File: config.mk
export PLATFORM = sky130hd
export DESIGN_NAME = stopwatch_bcd_counter_flat
export DESIGN_NICKNAME = d
export VERILOG_FILES = /design/src/rtl/stopwatch_bcd_counter_if.sv /design/src/rtl/stopwatch_bcd_counter.sv /design/src/flat_wrapper.sv
export SDC_FILE = /design/constraint.sdc
export NUM_CORES = 1
export LEC_CHECK = 0
export ABC_AREA = 1
export BUFFER_PORTS_ARGS = -buffer_cell sky130_fd_sc_hd__buf_4
export CELL_PAD_IN_SITES_DETAIL_PLACEMENT = 1
export CELL_PAD_IN_SITES_GLOBAL_PLACEMENT = 1
export CORE_MARGIN = 2
export CORE_UTILIZATION = 42
export CTS_BUF_LIST = sky130_fd_sc_hd__clkbuf_8
export DETAILED_ROUTE_END_ITERATION = 12
export MAX_ROUTING_LAYER = met4
export PLACE_DENSITY_LB_ADDON = 0.1
export REMOVE_ABC_BUFFERS = 1
export SYNTH_ARGS = -nofsm -noshare
export SYNTH_HDL_FRONTEND = slang
export SYNTH_SLANG_ARGS = --single-unit
File: constraint.sdc
create_clock -name i_clk -period 3.7 [get_ports i_clk]
set_input_delay 0.37 -clock i_clk [delete_from_list [all_inputs] [get_ports i_clk]]
set_output_delay 0.37 -clock i_clk [all_outputs]
set_load 0.05 [all_outputs]
File: src/rtl/stopwatch_bcd_counter_if.sv
// Control and display bundle between the stopwatch time base and its neighbours.
// The master side drives ticks and controls; the slave side (the counter) drives the digits.
interface stopwatch_bcd_counter_if;
  logic       i_tick_1hz;
  logic       i_tick_2hz;
  logic       i_pause;
  logic       i_adj;
  logic       i_sel;
  logic [3:0] dig1;
  logic [3:0] dig2;
  logic [3:0] dig3;
  logic [3:0] dig4;
  logic       o_paused;
  logic       o_adjusting;

  modport master (
    output i_tick_1hz, i_tick_2hz, i_pause, i_adj, i_sel,
    input  dig1, dig2, dig3, dig4, o_paused, o_adjusting
  );

  modport slave (
    input  i_tick_1hz, i_tick_2hz, i_pause, i_adj, i_sel,
    output dig1, dig2, dig3, dig4, o_paused, o_adjusting
  );
endinterface

File: src/rtl/stopwatch_bcd_counter.sv
// mm:ss BCD stopwatch time base with run, pause and manual adjust of either field.
// Define STOPWATCH_BLINK_EN to blank the field being adjusted on alternate 2 Hz phases.
module stopwatch_bcd_counter #(
  parameter int MAX_MIN      = 59,
  parameter int MAX_SEC      = 59,
  parameter bit RESET_PAUSED = 1'b0
) (
  input  logic                    i_clk,
  input  logic                    i_rst,
  stopwatch_bcd_counter_if.slave  bus
);

  typedef enum logic [1:0] {ST_RUN, ST_PAUSED, ST_ADJUST} state_t;

  typedef struct packed {
    logic [3:0] tens;
    logic [3:0] ones;
  } bcd_pair_t;

  localparam bcd_pair_t SEC_MAX = '{tens: 4'(MAX_SEC / 10), ones: 4'(MAX_SEC % 10)};
  localparam bcd_pair_t MIN_MAX = '{tens: 4'(MAX_MIN / 10), ones: 4'(MAX_MIN % 10)};

  // Increment a BCD pair, wrapping to 00 once the field's maximum is reached.
  function automatic bcd_pair_t bcd_inc(bcd_pair_t v, bcd_pair_t max_v);
    bcd_pair_t r;
    if (v == max_v) begin
      r = '0;
    end else if (v.ones == 4'd9) begin
      r.tens = v.tens + 4'd1;
      r.ones = 4'd0;
    end else begin
      r.tens = v.tens;
      r.ones = v.ones + 4'd1;
    end
    return r;
  endfunction

  state_t    state_q, state_d;
  logic      paused_q, paused_d;
  logic      adjusting_q;
  bcd_pair_t sec_q, sec_d;
  bcd_pair_t min_q, min_d;

  // NOTE: every signal assigned here gets a default first so no path leaves it unassigned (no latch).
  always_comb begin
    state_d  = state_q;
    paused_d = paused_q;
    sec_d    = sec_q;
    min_d    = min_q;

    // The pause flag toggles in every state; outside ADJUST it also picks RUN vs PAUSED.
    if (bus.i_pause) paused_d = ~paused_q;

    case (state_q)
      ST_RUN, ST_PAUSED: begin
        if (state_q == ST_RUN && bus.i_tick_1hz) begin
          sec_d = bcd_inc(sec_q, SEC_MAX);
          if (sec_q == SEC_MAX) min_d = bcd_inc(min_q, MIN_MAX);
        end
        if (bus.i_adj) state_d = ST_ADJUST;
        else           state_d = paused_d ? ST_PAUSED : ST_RUN;
      end
      ST_ADJUST: begin
        if (bus.i_tick_2hz) begin
          if (bus.i_sel) sec_d = bcd_inc(sec_q, SEC_MAX);
          else           min_d = bcd_inc(min_q, MIN_MAX);
        end
        if (!bus.i_adj) state_d = paused_d ? ST_PAUSED : ST_RUN;
      end
      default: state_d = ST_RUN;
    endcase
  end

  // NOTE: sequential state uses non-blocking assignments so all registers update from pre-edge values.
  always_ff @(posedge i_clk) begin
    if (!i_rst) begin
      state_q     <= RESET_PAUSED ? ST_PAUSED : ST_RUN;
      paused_q    <= RESET_PAUSED;
      adjusting_q <= 1'b0;
      sec_q       <= '0;
      min_q       <= '0;
    end else begin
      state_q     <= state_d;
      paused_q    <= paused_d;
      adjusting_q <= (state_d == ST_ADJUST);
      sec_q       <= sec_d;
      min_q       <= min_d;
    end
  end

  assign bus.o_paused    = paused_q;
  assign bus.o_adjusting = adjusting_q;

`ifdef STOPWATCH_BLINK_EN
  logic      phase_q, phase_d;
  logic      blank_sec, blank_min;
  bcd_pair_t sec_disp_q, min_disp_q;

  // Phase restarts at 0 on ADJUST entry so the first adjust step is always blanked.
  always_comb begin
    phase_d   = phase_q ^ bus.i_tick_2hz;
    if (state_q != ST_ADJUST && state_d == ST_ADJUST) phase_d = 1'b0;
    blank_sec = (state_d == ST_ADJUST) && phase_d &&  bus.i_sel;
    blank_min = (state_d == ST_ADJUST) && phase_d && !bus.i_sel;
  end

  always_ff @(posedge i_clk) begin
    if (!i_rst) begin
      phase_q    <= 1'b0;
      sec_disp_q <= '0;
      min_disp_q <= '0;
    end else begin
      phase_q    <= phase_d;
      sec_disp_q <= blank_sec ? 8'hFF : sec_d;
      min_disp_q <= blank_min ? 8'hFF : min_d;
    end
  end

  assign bus.dig1 = sec_disp_q.ones;
  assign bus.dig2 = sec_disp_q.tens;
  assign bus.dig3 = min_disp_q.ones;
  assign bus.dig4 = min_disp_q.tens;
`else
  assign bus.dig1 = sec_q.ones;
  assign bus.dig2 = sec_q.tens;
  assign bus.dig3 = min_q.ones;
  assign bus.dig4 = min_q.tens;
`endif

endmodule

File: src/flat_wrapper.sv
// flat-port wrapper written by rule: the top's interface ports become plain ports
module stopwatch_bcd_counter_flat 
#(
  parameter int MAX_MIN      = 59,
  parameter int MAX_SEC      = 59,
  parameter bit RESET_PAUSED = 1'b0
)
  (i_clk, i_rst, bus_i_tick_1hz, bus_i_tick_2hz, bus_i_pause, bus_i_adj, bus_i_sel, bus_dig1, bus_dig2, bus_dig3, bus_dig4, bus_o_paused, bus_o_adjusting);
  stopwatch_bcd_counter_if bus_i ();
  input  logic i_clk;
  input  logic i_rst;
  input wire logic [$bits(bus_i.i_tick_1hz)-1:0] bus_i_tick_1hz;
  input wire logic [$bits(bus_i.i_tick_2hz)-1:0] bus_i_tick_2hz;
  input wire logic [$bits(bus_i.i_pause)-1:0] bus_i_pause;
  input wire logic [$bits(bus_i.i_adj)-1:0] bus_i_adj;
  input wire logic [$bits(bus_i.i_sel)-1:0] bus_i_sel;
  output wire logic [$bits(bus_i.dig1)-1:0] bus_dig1;
  output wire logic [$bits(bus_i.dig2)-1:0] bus_dig2;
  output wire logic [$bits(bus_i.dig3)-1:0] bus_dig3;
  output wire logic [$bits(bus_i.dig4)-1:0] bus_dig4;
  output wire logic [$bits(bus_i.o_paused)-1:0] bus_o_paused;
  output wire logic [$bits(bus_i.o_adjusting)-1:0] bus_o_adjusting;
  assign bus_i.i_tick_1hz = bus_i_tick_1hz;
  assign bus_i.i_tick_2hz = bus_i_tick_2hz;
  assign bus_i.i_pause = bus_i_pause;
  assign bus_i.i_adj = bus_i_adj;
  assign bus_i.i_sel = bus_i_sel;
  assign bus_dig1 = bus_i.dig1;
  assign bus_dig2 = bus_i.dig2;
  assign bus_dig3 = bus_i.dig3;
  assign bus_dig4 = bus_i.dig4;
  assign bus_o_paused = bus_i.o_paused;
  assign bus_o_adjusting = bus_i.o_adjusting;
  stopwatch_bcd_counter #(.MAX_MIN(MAX_MIN), .MAX_SEC(MAX_SEC), .RESET_PAUSED(RESET_PAUSED)) u_core (.i_clk(i_clk), .i_rst(i_rst), .bus(bus_i));
endmodule
==> impl_metrics.yaml <==
global_routing:
  grt_use_total: 0.207
  grt_start_max_net_pins: 12
  first_pass_grt_wire_length_um: 5200
  leftover_overflow_at_the_end_of_global_routing: 0
  grt_pass1_vias: 1188
  grt_antenna_before_repair: 0
setup_path:
  max_fo_critical_path: 11
  path_delay_family: "simple AND/OR/NAND/NOR gates"
  cp.required_ns: 3.90
  timing.critical_path.arrival_ns: 1.84
  sequence_of_cells_on_the_critical_path: "ha_1 -> nand2_1 -> nor2_4 -> nand3_1 -> nand2_1 -> nand2_1 -> inv_1 -> nor2_1 -> nor2_1"
  crit_path_start_kind: "register"
  critPathMostFrequentCell: "nand2_1"
  timing_worst_setup_path_type: "register to register"
  worst_path_max_delay_cell: "dfxtp_1"
  worst_setup_path_end_kind: "register"
  cp_slowest_stage_delay_ns: 0.43
  worstPathBufferInverterCount: 1
clock_tree:
  ctsResizeCount: 0
  postCtsHoldBufs: 0
  post_cts_setup_driven_buffer_insertion_count: 0
  source_to_sink_clock_delay_at_the_later_pin_of_the_worst_skew_pair_ns: 0.26
  cts.sinks: 20
  clock-root-buffer: "clkbuf_8"
  cts_max_path_buffers: 2
  tritoncts_clock_tree: "built"
  cts-buffers-inserted: 3
  htree_num_levels: 1
  clkSlewWorstSetupHoldPaths_ns: 0.08
sta:
  final.setup_skew_ns: 0.00345
  highest_clock_frequency_the_design_can_meet_mhz: 607
  setup-violations-final: 0
  timing.max_slew.rel_slack: 0.773
  min_period_ns: 1.65
  fin_hold_ws_ns: 0.279
  rsz0062_at_grt: "no"
  worstMarginPinSlew_ns: 0.337
  final-hold-violation-count: 0
  worst_slack_ns: 2.05
  fin_tns_setup_ns: 0
  layout_worst_path_cycle_share: 0.445
  final-max-slew-violation-count: 0
power_and_ir_drop:
  vdd_drop_max_v: 0.000186
  cellPowerDensity_nw_per_um2: 337
  report.power.total_uw: 491
  p_leak_nw: 0.708
floorplanning:
  dieWidth_um: 57.4
  floorplan.io_pins: 25
  dieHeight_um: 57.4
  placementRows: 19
  floorplan.die_area_um2: 3290
  start_util: 0.438
  coreArea_um2: 2730
layout:
  finalNonFillerCells: 237
  antenna_cells_inserted: 0
  area_delta_synth_final_pct: 21.5
  finalNetCount: 222
  post_route_cells_drive_above_1_share: 0.194
detailed_routing:
  totalWireLength_um: 2860
  firstDrtPassIters: 4
  starting_drc_count_in_detailed_routing: 44
  vias_per_cell: 5.01
  antenna_violating_nets_post_route: 0
  drt-wirelength-per-cell_um: 12.1
  drt_drc_violations_left: 0
  dr_total_vias: 1187
logic_synthesis:
  synth_top_area_cell: "dfxtp_1"
  syn_area_um2: 1200
  yosys-top-cells-area: "dfxtp_1 (33%), nand2_1 (14%), nand3_1 (9.2%)"
  netlist-cell-type-count: 23
  avgSynthCellArea_um2: 6.65
  count_of_flip_flops_with_a_built_in_enable_after_synthesis: 0
  ys_seq_elements: 20
  ys.warnings.count: 0
  synth_async_sr_flop_share: 0
  synth_top_flop_cell: "dfxtp_1"
  synthTopCellsByCount: "nand2_1 (45), nor2_1 (28), inv_1 (23)"
  syn-instance-count: 180
  yosysSeqAreaShare: 0.334
  synth.most_common_cell: "nand2_1"
  synth_top_area_frac: 0.334
place:
  place_worst_setup_slack_ns: 2.08
  routabilityCongestion: 0.837
  place.detailed.hpwl_um: 2290
  port_buffers: 24
  place.detailed.instances: 233
job:
  drv.max_cap_violation_count: 0
worst_hold_path:
  worst_hold_path_type: "primary input to register"
run_status:
  run_status: "finished clean"
-- metrics by stage --
stage	utilization	instance area, um^2
finish	0.532	1460
floorplan	-	1180
detailed placement	0.512	1400
CTS	0.532	1460
global route	0.532	1460
global placement	0.512	1400
-- report_power, final --
part / switching, mW / leakage (nW) / internal [mW] / total [mW]
Clock: 0.0730 / 0.0288 / 0.0947 / 0.168
Combinational: 0.0595 / 0.516 / 0.0292 / 0.0887
Sequential: 0.0107 / 0.163 / 0.223 / 0.234
-- layer usage --
metal / part of all wire / up-vias / track usage
li1: - / 612 / -
met1: 0.48 / 545 / 0.268
met4: 0.0091 / 0 / 0.0498
met2: 0.47 / 26 / 0.336
met5: 0 / - / -
met3: 0.037 / 4 / 0.0340
-- flip-flops by register name, indices dropped and copies added (netlist names) --
name / count
u_core.bus.o_adjusting: 1
u_core.bus.dig4: 4
u_core.bus.dig3: 4
u_core.bus.o_paused: 1
u_core.state_q: 2
u_core.bus.dig2: 4
u_core.bus.dig1: 4
-- final timing paths --
| kind | start | endpoint | slack, ns | depth (start not counted) |
|---|---|---|---|---|
| min reg2reg | u_core.bus.dig1[3]$_SDFFE_PN0P_ | u_core.bus.dig1[3]$_SDFFE_PN0P_ | 0.53 | 2 |
| max | u_core.bus.dig1[0]$_SDFFE_PN0P_ | u_core.bus.dig3[0]$_SDFFE_PN0P_ | 2.05 | 9 |
| max reg2reg | u_core.bus.dig1[0]$_SDFFE_PN0P_ | u_core.bus.dig3[0]$_SDFFE_PN0P_ | 2.05 | 9 |
| min | bus_i_adj | u_core.state_q[0]$_SDFF_PN0_ | 0.28 | 2 |
-- cells by family (layout without fill, tap and decap cells) --
group	after synthesis	after routing	synth area share
adder cells (fa/ha/maj)	8	8	0.0836
AO/OA/AOI/OAI	13	13	0.0564
AND/OR/NAND/NOR	109	109	0.416
flip-flops	20	20	0.334
XOR/XNOR	2	2	0.0146
buffers and inverters	28	54	0.0951
-- final cells by class --
class	count	area [um^2]
multi-input combinational	132	683
sequential	20	400
inverter	26	97.6
timing repair buffer	24	180
fill	367	1280
clock buffer	4	55.1
tap	31	38.8
-- worst reg2reg max path: stages, from the launching register on --
cell     delay, ns
dfxtp_1       0.43
ha_1          0.18
nand2_1       0.08
nor2_4        0.15
nand3_1       0.09
nand2_1       0.26
nand2_1       0.12
inv_1         0.12
nor2_1        0.06
nor2_1        0.09
-- layout by cell type, fill, tap and decap left out, types with 2 or more instances in the layout --
| cell type | count |
|---|---|
| nor2_2 | 2 |
| o21ai_0 | 3 |
| nand2_1 | 45 |
| nand3_1 | 22 |
| a21oi_1 | 9 |
| dfxtp_1 | 20 |
| or2_2 | 3 |
| inv_2 | 2 |
| nor2_1 | 28 |
| nand4_1 | 3 |
| ha_1 | 8 |
| inv_1 | 23 |
| nor2_4 | 2 |
| buf_4 | 24 |
| clkbuf_8 | 4 |
(Power assumes the default switching activity.)
